**config.mk**
```make
export PLATFORM = sky130hd
export DESIGN_NAME = uart_cmd_ctrl
export DESIGN_NICKNAME = d
export VERILOG_FILES = /design/src/rtl/uart_cmd_pkg.sv /design/src/rtl/uart_cmd_buf.sv /design/src/rtl/uart_cmd_ctrl.sv
export SDC_FILE = /design/constraint.sdc
export NUM_CORES = 1
export LEC_CHECK = 0
export ABC_AREA = 1
export CELL_PAD_IN_SITES_DETAIL_PLACEMENT = 1
export CELL_PAD_IN_SITES_GLOBAL_PLACEMENT = 2
export CORE_UTILIZATION = 37
export CTS_BUF_LIST = sky130_fd_sc_hd__clkbuf_16
export CTS_CLUSTER_DIAMETER = 80
export DETAILED_ROUTE_END_ITERATION = 8
export PLACE_DENSITY = 0.84
export SKIP_CTS_REPAIR_TIMING = 1
export SYNTH_ARGS = -nofsm -noshare
export SYNTH_HDL_FRONTEND = slang
export SYNTH_SLANG_ARGS = --single-unit
```
**constraint.sdc**
```tcl
create_clock -name BPS_CLK -period 2.26 [get_ports BPS_CLK]
set_input_delay 0.226 -clock BPS_CLK [delete_from_list [all_inputs] [get_ports BPS_CLK]]
set_output_delay 0.226 -clock BPS_CLK [all_outputs]
set_load 0.02 [all_outputs]
```
**src/rtl/uart_cmd_pkg.sv**
```systemverilog
// uart_cmd_pkg: shared state encoding and default sizing for the UART command controller
package uart_cmd_pkg;
  typedef enum logic [2:0] {IDLE, CMD, LEN, DATA, CHK, HOLD} state_t;
  localparam logic [7:0] HDR_DEF = 8'hAA;
  localparam int MAX_LEN_DEF = 8;
  localparam int BUF_DEPTH = 8;
  localparam int BUF_AW = $clog2(BUF_DEPTH);
endpackage

```
**src/rtl/uart_cmd_buf.sv**
```systemverilog
// uart_cmd_buf: payload register file, one write port and one asynchronous read port
module uart_cmd_buf
  import uart_cmd_pkg::*;
(
  input  logic              BPS_CLK,
  input  logic              RSTn,
  input  logic              we,
  input  logic [BUF_AW-1:0] waddr,
  input  logic [7:0]        wdata,
  input  logic [BUF_AW-1:0] raddr,
  output logic [7:0]        rdata
);
  logic [7:0] mem [BUF_DEPTH];
  always_ff @(posedge BPS_CLK or negedge RSTn)
    if (!RSTn) mem <= '{default: '0};
    else if (we) mem[waddr] <= wdata;
  assign rdata = mem[raddr];
endmodule

```
**src/rtl/uart_cmd_ctrl.sv**
```systemverilog
// uart_cmd_ctrl: parses HDR/CMD/LEN/payload/CHK frames from a byte receiver and holds the checked command
module uart_cmd_ctrl
  import uart_cmd_pkg::*;
#(
  parameter logic [7:0] HDR     = HDR_DEF,
  parameter int         MAX_LEN = MAX_LEN_DEF,
  parameter int         TIMEOUT = 40
) (
  input  logic              BPS_CLK,
  input  logic              RSTn,
  input  logic              rx_done,
  input  logic [7:0]        rx_data,
  output logic              rx_en,
  output logic              cmd_valid,
  input  logic              cmd_ready,
  output logic [7:0]        cmd_code,
  output logic [3:0]        cmd_len,
  input  logic [BUF_AW-1:0] pl_addr,
  output logic [7:0]        pl_data,
  output logic              err_chk,
  output logic              err_len,
  output logic              err_tmo,
  output logic              busy
);
  localparam int GW = $clog2(TIMEOUT + 1);
  state_t state, state_n;
  logic [GW-1:0] gap;
  logic [BUF_AW-1:0] idx;
  logic [7:0] xr;
  logic act, tmo, len_bad, chk_bad, wr;
  // rx_done on the timeout cycle wins, so tmo requires the byte to be absent
  always_comb begin
    act = state inside {CMD, LEN, DATA, CHK};
    tmo = act && !rx_done && gap == GW'(TIMEOUT - 1);
    len_bad = state == LEN && rx_done && rx_data > 8'(MAX_LEN);
    chk_bad = state == CHK && rx_done && rx_data != xr;
    wr = state == DATA && rx_done;
    state_n = state;
    if (tmo || len_bad || chk_bad) state_n = IDLE;
    else if (state == HOLD) state_n = cmd_ready ? IDLE : HOLD;
    else if (rx_done)
      case (state)
        IDLE:    state_n = rx_data == HDR ? CMD : IDLE;
        CMD:     state_n = LEN;
        LEN:     state_n = rx_data == 8'd0 ? CHK : DATA;
        DATA:    state_n = {1'b0, idx} == cmd_len - 4'd1 ? CHK : DATA;
        CHK:     state_n = HOLD;
        default: state_n = IDLE;
      endcase
  end
  always_ff @(posedge BPS_CLK or negedge RSTn)
    if (!RSTn) state <= IDLE;
    else state <= state_n;
  always_ff @(posedge BPS_CLK or negedge RSTn)
    if (!RSTn) begin
      gap <= '0;
      idx <= '0;
      xr <= '0;
      cmd_code <= '0;
      cmd_len <= '0;
      err_chk <= 1'b0;
      err_len <= 1'b0;
      err_tmo <= 1'b0;
    end else begin
      gap <= (!act || rx_done) ? '0 : (&gap ? gap : gap + 1'b1);
      err_chk <= chk_bad;
      err_len <= len_bad;
      err_tmo <= tmo;
      if (rx_done && state == CMD) begin
        cmd_code <= rx_data;
        xr <= rx_data;
      end
      if (rx_done && state == LEN) begin
        cmd_len <= rx_data[3:0];
        xr <= xr ^ rx_data;
        idx <= '0;
      end
      if (wr) begin
        xr <= xr ^ rx_data;
        idx <= idx + 1'b1;
      end
    end
  uart_cmd_buf u_buf (
    .BPS_CLK(BPS_CLK),
    .RSTn(RSTn),
    .we(wr),
    .waddr(idx),
    .wdata(rx_data),
    .raddr(pl_addr),
    .rdata(pl_data)
  );
  assign cmd_valid = state == HOLD;
  assign rx_en = state != HOLD;
  assign busy = state != IDLE;
endmodule

```
==> summary.md, run 1 <==
| Metric | Value |
|---|---|
| Dominant synthesized flop cell | `dfrtp_1` |
| Worst endpoint required time | `2.03 ns` |
| Drt drc | `0` |
| Area of the core | `12700 sq um` |
| Final WS setup | `0.131 ns` |
| Syn nets | `635` |
| Die Span X | `116 um` |
| Top cells by area, synth | `dfrtp_1 51%, nand2_1 11%, o21ai_0 11%` |
| Initial antenna violation count | `0` |
| Gr usage total | `23.1%` |
| Drt pass-1 iters | `4` |
| Post-Synthesis Cell Area | `4810 sq um` |
| Share of cells above drive strength 1 | `8.89%` |
| R2r startpoint | `gap[0]` |
| Yosys reg bits | `99` |
| Sequential share of the synthesized area | `51.5%` |
| Placed instance area | `5620 sq um` |
| Full die area | `13500 sq um` |
| Worst hold path class | `primary input to async pin` |
| Longest Clk Path Bufs | `2` |
| Post-DR vias/cell | `4.97` |
| Largest net degree at the start of global routing | `49` |
| Clk root buf | `clkbuf_16` |
| Synth area leader | `dfrtp_1` |
| Clock latency on the worst-skew pair | `0.35 ns` |
| Finished Cell Area | `5900 sq um` |
| MaxCap Viol Count | `0` |
| Num ports | `41` |
| Status | `complete, no violations` |
| Area grow syn2layout | `22.6%` |
| Worst slew pin tran | `0.509 ns` |
| Cell Rows | `41` |
| Commonest non-fill, non-tap cell in the layout | `nand2_1` |
| PortBufs | `40` |
| Ys async rst share | `100%` |
| First-pass GRT wire length | `23200 um` |
| Distinct cells, synth | `29` |
| CP max FO | `16` |
| Via count | `4266` |
| Most frequent cells in the layout | `145 x nand2_1, 104 x o21ai_0, 99 x dfrtp_1, 79 x nor2_1, 60 x inv_1` |
| Place WS | `-0.247 ns` |
| Clock-pin slew on the worst setup and hold paths | `0.07 ns` |
| TritonCTS clock tree | `yes` |
| Post-DP HPWL | `10200 um` |
| Post-synth top area share | `51.5%` |
| WP data arrival | `1.90 ns` |
| Gr ovfl total | `0` |
| Maximum VDD drop | `0.000611 V` |
| CTS buffer count | `9` |
| Clock skew | `0.00787 ns` |
| Antenna diode count | `0` |
| Clock sink total | `99` |
| Worst R2R Setup Slack | `0.62 ns` |
| Gp weighted congestion | `0.837` |
| Antenna-violating nets left | `0` |
| Detailed Route WL | `14100 um` |
| Max-slew violation count | `0` |
| Maximum clock rate | `470 MHz` |
| Vias in the first global route | `4529` |
| CP endpoint kind | `primary output` |
| Pwr per Cell Area | `1020 nW/um^2` |
| Critical path startpoint category | `primary input` |
| Crit path from | `pl_addr[0]` |
| YS warnings | `0` |
| CP Class | `primary input to primary output` |
| LEAKAGE | `0.00286 uW` |
| Post-synth EDFFs | `0` |
| DRT iter0 DRCs | `221` |
| Hold Vio Cnt, Final | `0` |
| DR WL/cell | `16.4 um` |
| Post-layout nets | `699` |
| Initial Utilization | `38.0%` |
| RSZ-0062 raised after global routing | `false` |
| Final min period | `2.13 ns` |
| Final period util | `94.2%` |
| # setup viols final | `0` |
| Slew headroom | `66.1%` |
| Die Height | `116 um` |
| H-Tree Level Count | `3` |
| Average cell area after synthesis | `7.80 sq um` |
| Mapped Cells | `617` |
-- synth_stat cells, types with 7 or more instances --
master	count
nand2_1	145
o21ai_0	105
dfrtp_1	99
nor2_1	79
inv_1	56
nand3_1	35
clkbuf_1	19
a21oi_1	17
nand4_1	9
a31oi_1	8
nor3_1	8
buf_2	7
-- flip-flops by register name, summed over array words and instances (netlist names), 3 cells and up --
signal,count
cmd_len,4
cmd_code,8
state,3
xr,8
gap,6
u_buf.mem,64
idx,3
-- stage by stage --
stage / power [uW] / setup TNS (ns) / util (%) / instances / hold WS [ns]
final: 6010 / 0 / 46.6 / 858 / 0.398
after global routing: 6450 / 0 / 46.6 / 858 / 0.442
after CTS: 6100 / -1.90 / 46.4 / 857 / -0.139
after detailed placement: 4680 / -1.81 / 44.3 / 841 / 0.238
after global placement: 4580 / -1.46 / 44.3 / 841 / 0.221
after floorplan: 3820 / 0 / - / 617 / -0.0696
-- where the power goes --
part	switching, uW	leakage, uW	internal (uW)
Combinational	1220	0.00142	828
Sequential	328	0.00130	2250
Clock	654	0.000142	726
Total	2200	0.00286	3810
-- logic make-up after synthesis --
| group | Yosys count | synth area share, % |
|---|---|---|
| xor gates and xnor gates | 5 | 0.910 |
| adders and majority gates | 3 | 0.780 |
| buffers and inverters | 88 | 7.28 |
| and+or+nand+nor | 282 | 24.6 |
| AOI/OAI and AO/OA | 140 | 14.9 |
| DFF | 99 | 51.5 |
-- routing by layer --
metal / track usage, % / part of all wire (%) / vias up
met2: 39.0 / 48 / 65
li1: - / - / 2122
met4: 6.75 / 1.7 / 0
met5: 0 / 0 / -
met3: 4.71 / 2.5 / 16
met1: 29.8 / 47 / 2063
-- critical path, cell delays in order --
cell and delay, ns:
clkdlybuf4s50_1 0.48, buf_4 0.17, clkinvlp_4 0.18, buf_4 0.23, o21ai_0 0.25, a31oi_1 0.13
dlymetal6s2s_1 0.22
-- path summary, 6_finish.rpt --
path | endpoint | cells past startpoint
worst max register to register | gap[1] | 6
worst min register to register | u_buf.mem[30] | 2
min in group BPS_CLK | u_buf.mem[30] | 2
max in group asynchronous | state[1] | 3
worst max-delay path | pl_data[7] | 7
worst min-delay path | u_buf.mem[53] | 2
-- area by class of cell --
class,instances,area [sq um]
inverter,59,225
tap,172,215
sequential,99,2480
clock inverter,7,31.3
multi-input combinational,430,1990
fill,1574,6770
clock buffer,9,225
timing repair buffer,82,741
Power figures use the tool's default switching activity.
==> run 2, diff against run 1 <==
- CORE_MARGIN: unset -> 5
==> run 2 against run 1 <==
Count of clock-buffer cells in the layout unchanged. Design area grew 1.1%. Flip-flop and latch count stayed put. Sequential power barely moved. Register-to-register slack worse by 0.03 ns. Largest cell class unchanged. Critical path depth shrank 4. Critical endpoint is now busy. Combinational power is essentially flat. Clock skew down 0.00084 ns. Worst hold slack lost 0.052 ns.
==> summary.md, run 2 (synthesis gave the netlist of run 1 again) <==
| Metric | Value |
|---|---|
| Die Span X | `124 um (was 116 um)` |
| PortBufs | `40 (unchanged)` |
| Worst endpoint required time | `2.03 ns (about the same)` |
| Gr usage total | `20.2% (was 23.1%)` |
| MaxCap Viol Count | `0 (unchanged)` |
| Clock sink total | `99 (unchanged)` |
| Num ports | `41 (unchanged)` |
| CP endpoint kind | `primary output (unchanged)` |
| Longest Clk Path Bufs | `2 (unchanged)` |
| Post-layout nets | `693 (was 699)` |
| WP data arrival | `1.86 ns (was 1.90 ns)` |
| Area of the core | `12700 sq um (unchanged)` |
| Clock skew | `0.00703 ns (was 0.00787 ns)` |
| # setup viols final | `0 (unchanged)` |
| Via count | `4277 (was 4266)` |
| Psw | `2300 uW (was 2200 uW)` |
| Met2 Use GR | `33.6% (was 39.0%)` |
| First-pass GRT wire length | `23600 um (was 23200 um)` |
| Largest net degree at the start of global routing | `75 (was 49)` |
| Share of cells above drive strength 1 | `8.68% (was 8.89%)` |
| Critical path startpoint category | `flop (was primary input)` |
| Top reg by flops | `u_buf.mem (unchanged)` |
| Clock group share of total power | `26.0% (was 23.0%)` |
| Commonest non-fill, non-tap cell in the layout | `nand2_1 (unchanged)` |
| Antenna diode count | `0 (unchanged)` |
| Most frequent cells in the layout | `145 x nand2_1, 105 x o21ai_0, 99 x dfrtp_1, 79 x nor2_1, 56 x inv_1 (was 145 x nand2_1, 104 x o21ai_0, 99 x dfrtp_1, 79 x nor2_1, 60 x inv_1)` |
| Comb power frac | `32.6% (was 34.1%)` |
| Clk root buf | `clkbuf_16 (unchanged)` |
| DR WL/cell | `16.9 um (was 16.4 um)` |
| Clock-pin slew on the worst setup and hold paths | `0.07 ns (about the same)` |
| Pwr per Cell Area | `1050 nW/um^2 (was 1020 nW/um^2)` |
| LEAKAGE | `0.00287 uW (was 0.00286 uW)` |
| Post-DR vias/cell | `5.02 (was 4.97)` |
| Drt pass-1 iters | `4 (unchanged)` |
| GR Util met1 | `26.2% (was 29.8%)` |
| # fillers | `1572 (was 1574)` |
| Initial Utilization | `38.0% (unchanged)` |
| Maximum clock rate | `480 MHz (was 470 MHz)` |
| Antenna-violating nets left | `0 (unchanged)` |
| Largest register FFs | `64 (unchanged)` |
| Sequential share of power | `41.4% (was 42.9%)` |
| Clock latency on the worst-skew pair | `0.35 ns (about the same)` |
| Setup TNS | `0 ns (unchanged)` |
| DRT iter0 DRCs | `235 (was 221)` |
| Detailed Route WL | `14400 um (was 14100 um)` |
| Die Height | `124 um (was 116 um)` |
| CTS buffer count | `9 (unchanged)` |
| Max-slew violation count | `0 (unchanged)` |
| Final Util | `47.1% (was 46.6%)` |
| Vias in the first global route | `4541 (was 4529)` |
| GRT busiest layer | `met2 (unchanged)` |
| TritonCTS clock tree | `yes (unchanged)` |
| Largest registers | `u_buf.mem: 64 flops, cmd_code: 8 flops, xr: 8 flops (unchanged)` |
| Final min period | `2.08 ns (was 2.13 ns)` |
| Initial antenna violation count | `0 (unchanged)` |
| Maximum VDD drop | `0.000597 V (was 0.000611 V)` |
| Cell Rows | `41 (unchanged)` |
| Status | `complete, no violations (unchanged)` |
| Slew headroom | `68.6% (was 66.1%)` |
| Gp weighted congestion | `0.804 (was 0.837)` |
| Final period util | `92.2% (was 94.2%)` |
| H-Tree Level Count | `3 (unchanged)` |
| Hold Vio Cnt, Final | `0 (unchanged)` |
| Post-DP HPWL | `10400 um (was 10200 um)` |
| Worst slew pin tran | `0.467 ns (was 0.509 ns)` |
| CP Class | `flop to primary output (was primary input to primary output)` |
| Area grow syn2layout | `24.0% (was 22.6%)` |
| RSZ-0062 raised after global routing | `false (unchanged)` |
| Switch share | `36.8% (was 36.7%)` |
| Drt drc | `0 (unchanged)` |
| Routing usage on met3 | `4.22% (was 4.71%)` |
| Gr ovfl total | `0 (unchanged)` |
| Worst hold path class | `primary input to async pin (unchanged)` |
| CP max FO | `8 (was 16)` |
| Cell Int Power | `3950 uW (was 3810 uW)` |
| Full die area | `15400 sq um (was 13500 sq um)` |
| Fin Hold WS | `0.347 ns (was 0.398 ns)` |
-- run 2: path summary, 6_finish.rpt --
check | startpoint | endpoint | slack, ns | depth (start not counted)
max in group asynchronous | RSTn | u_buf.mem[5] | 1.19 | 3
min in group BPS_CLK | u_buf.mem[42] | u_buf.mem[42] | 0.49 | 2
worst min register to register | u_buf.mem[42] | u_buf.mem[42] | 0.49 | 2
worst max register to register | state[1] | u_buf.mem[60] | 0.59 | 7
worst max-delay path | state[1] | busy | 0.18 | 3
worst min-delay path | RSTn | cmd_code[6] | 0.35 | 2
-- run 2: critical path, stage by stage (launching register included) --
cell and delay, ns:
dfrtp_1 0.48, nor3_1 0.39, inv_1 0.09, clkdlybuf4s50_1 0.55
-- run 2: final cells by class --
cell class,count,area [sq um],area share (%)
clock inverter,7,85.1,1.43
tap,172,215,3.61
sequential,99,2480,41.5
clock buffer,9,225,3.77
multi-input combinational,430,1990,33.4
timing repair buffer,76,753,12.6
inverter,59,221,3.71
-- run 2: metal layers --
metal / vias up / part of all wire [%]
li1: 2121 / -
met1: 2072 / 47
met2: 65 / 48
met3: 19 / 2.8
met4: 0 / 2.5
met5: - / 0
-- run 2: power by group through the flow --
stage | Clock [uW] | Sequential, uW | Combinational (uW)
2_1_floorplan | 0 | 2630 | 1180
3_3_place_gp | 0 | 2590 | 1980
3_5_place_dp | 0 | 2620 | 2050
4_1_cts | 1680 | 2590 | 2080
5_1_grt | 1740 | 2660 | 2320
6_report | 1620 | 2590 | 2040
-- run 2: through the flow --
| step | power (uW) | cell area (sq um) | setup WS (ns) | std cells |
|---|---|---|---|---|
| 6_report | 6250 | 5970 | 0.177 | 852 |
| 5_1_grt | 6710 | 5970 | 0.0659 | 852 |
| 4_1_cts | 6340 | 5930 | -0.171 | 851 |
| 3_5_place_dp | 4670 | 5620 | -0.170 | 835 |
| 3_3_place_gp | 4580 | 5620 | -0.132 | 835 |
| 2_1_floorplan | 3820 | 4810 | 0.343 | 617 |
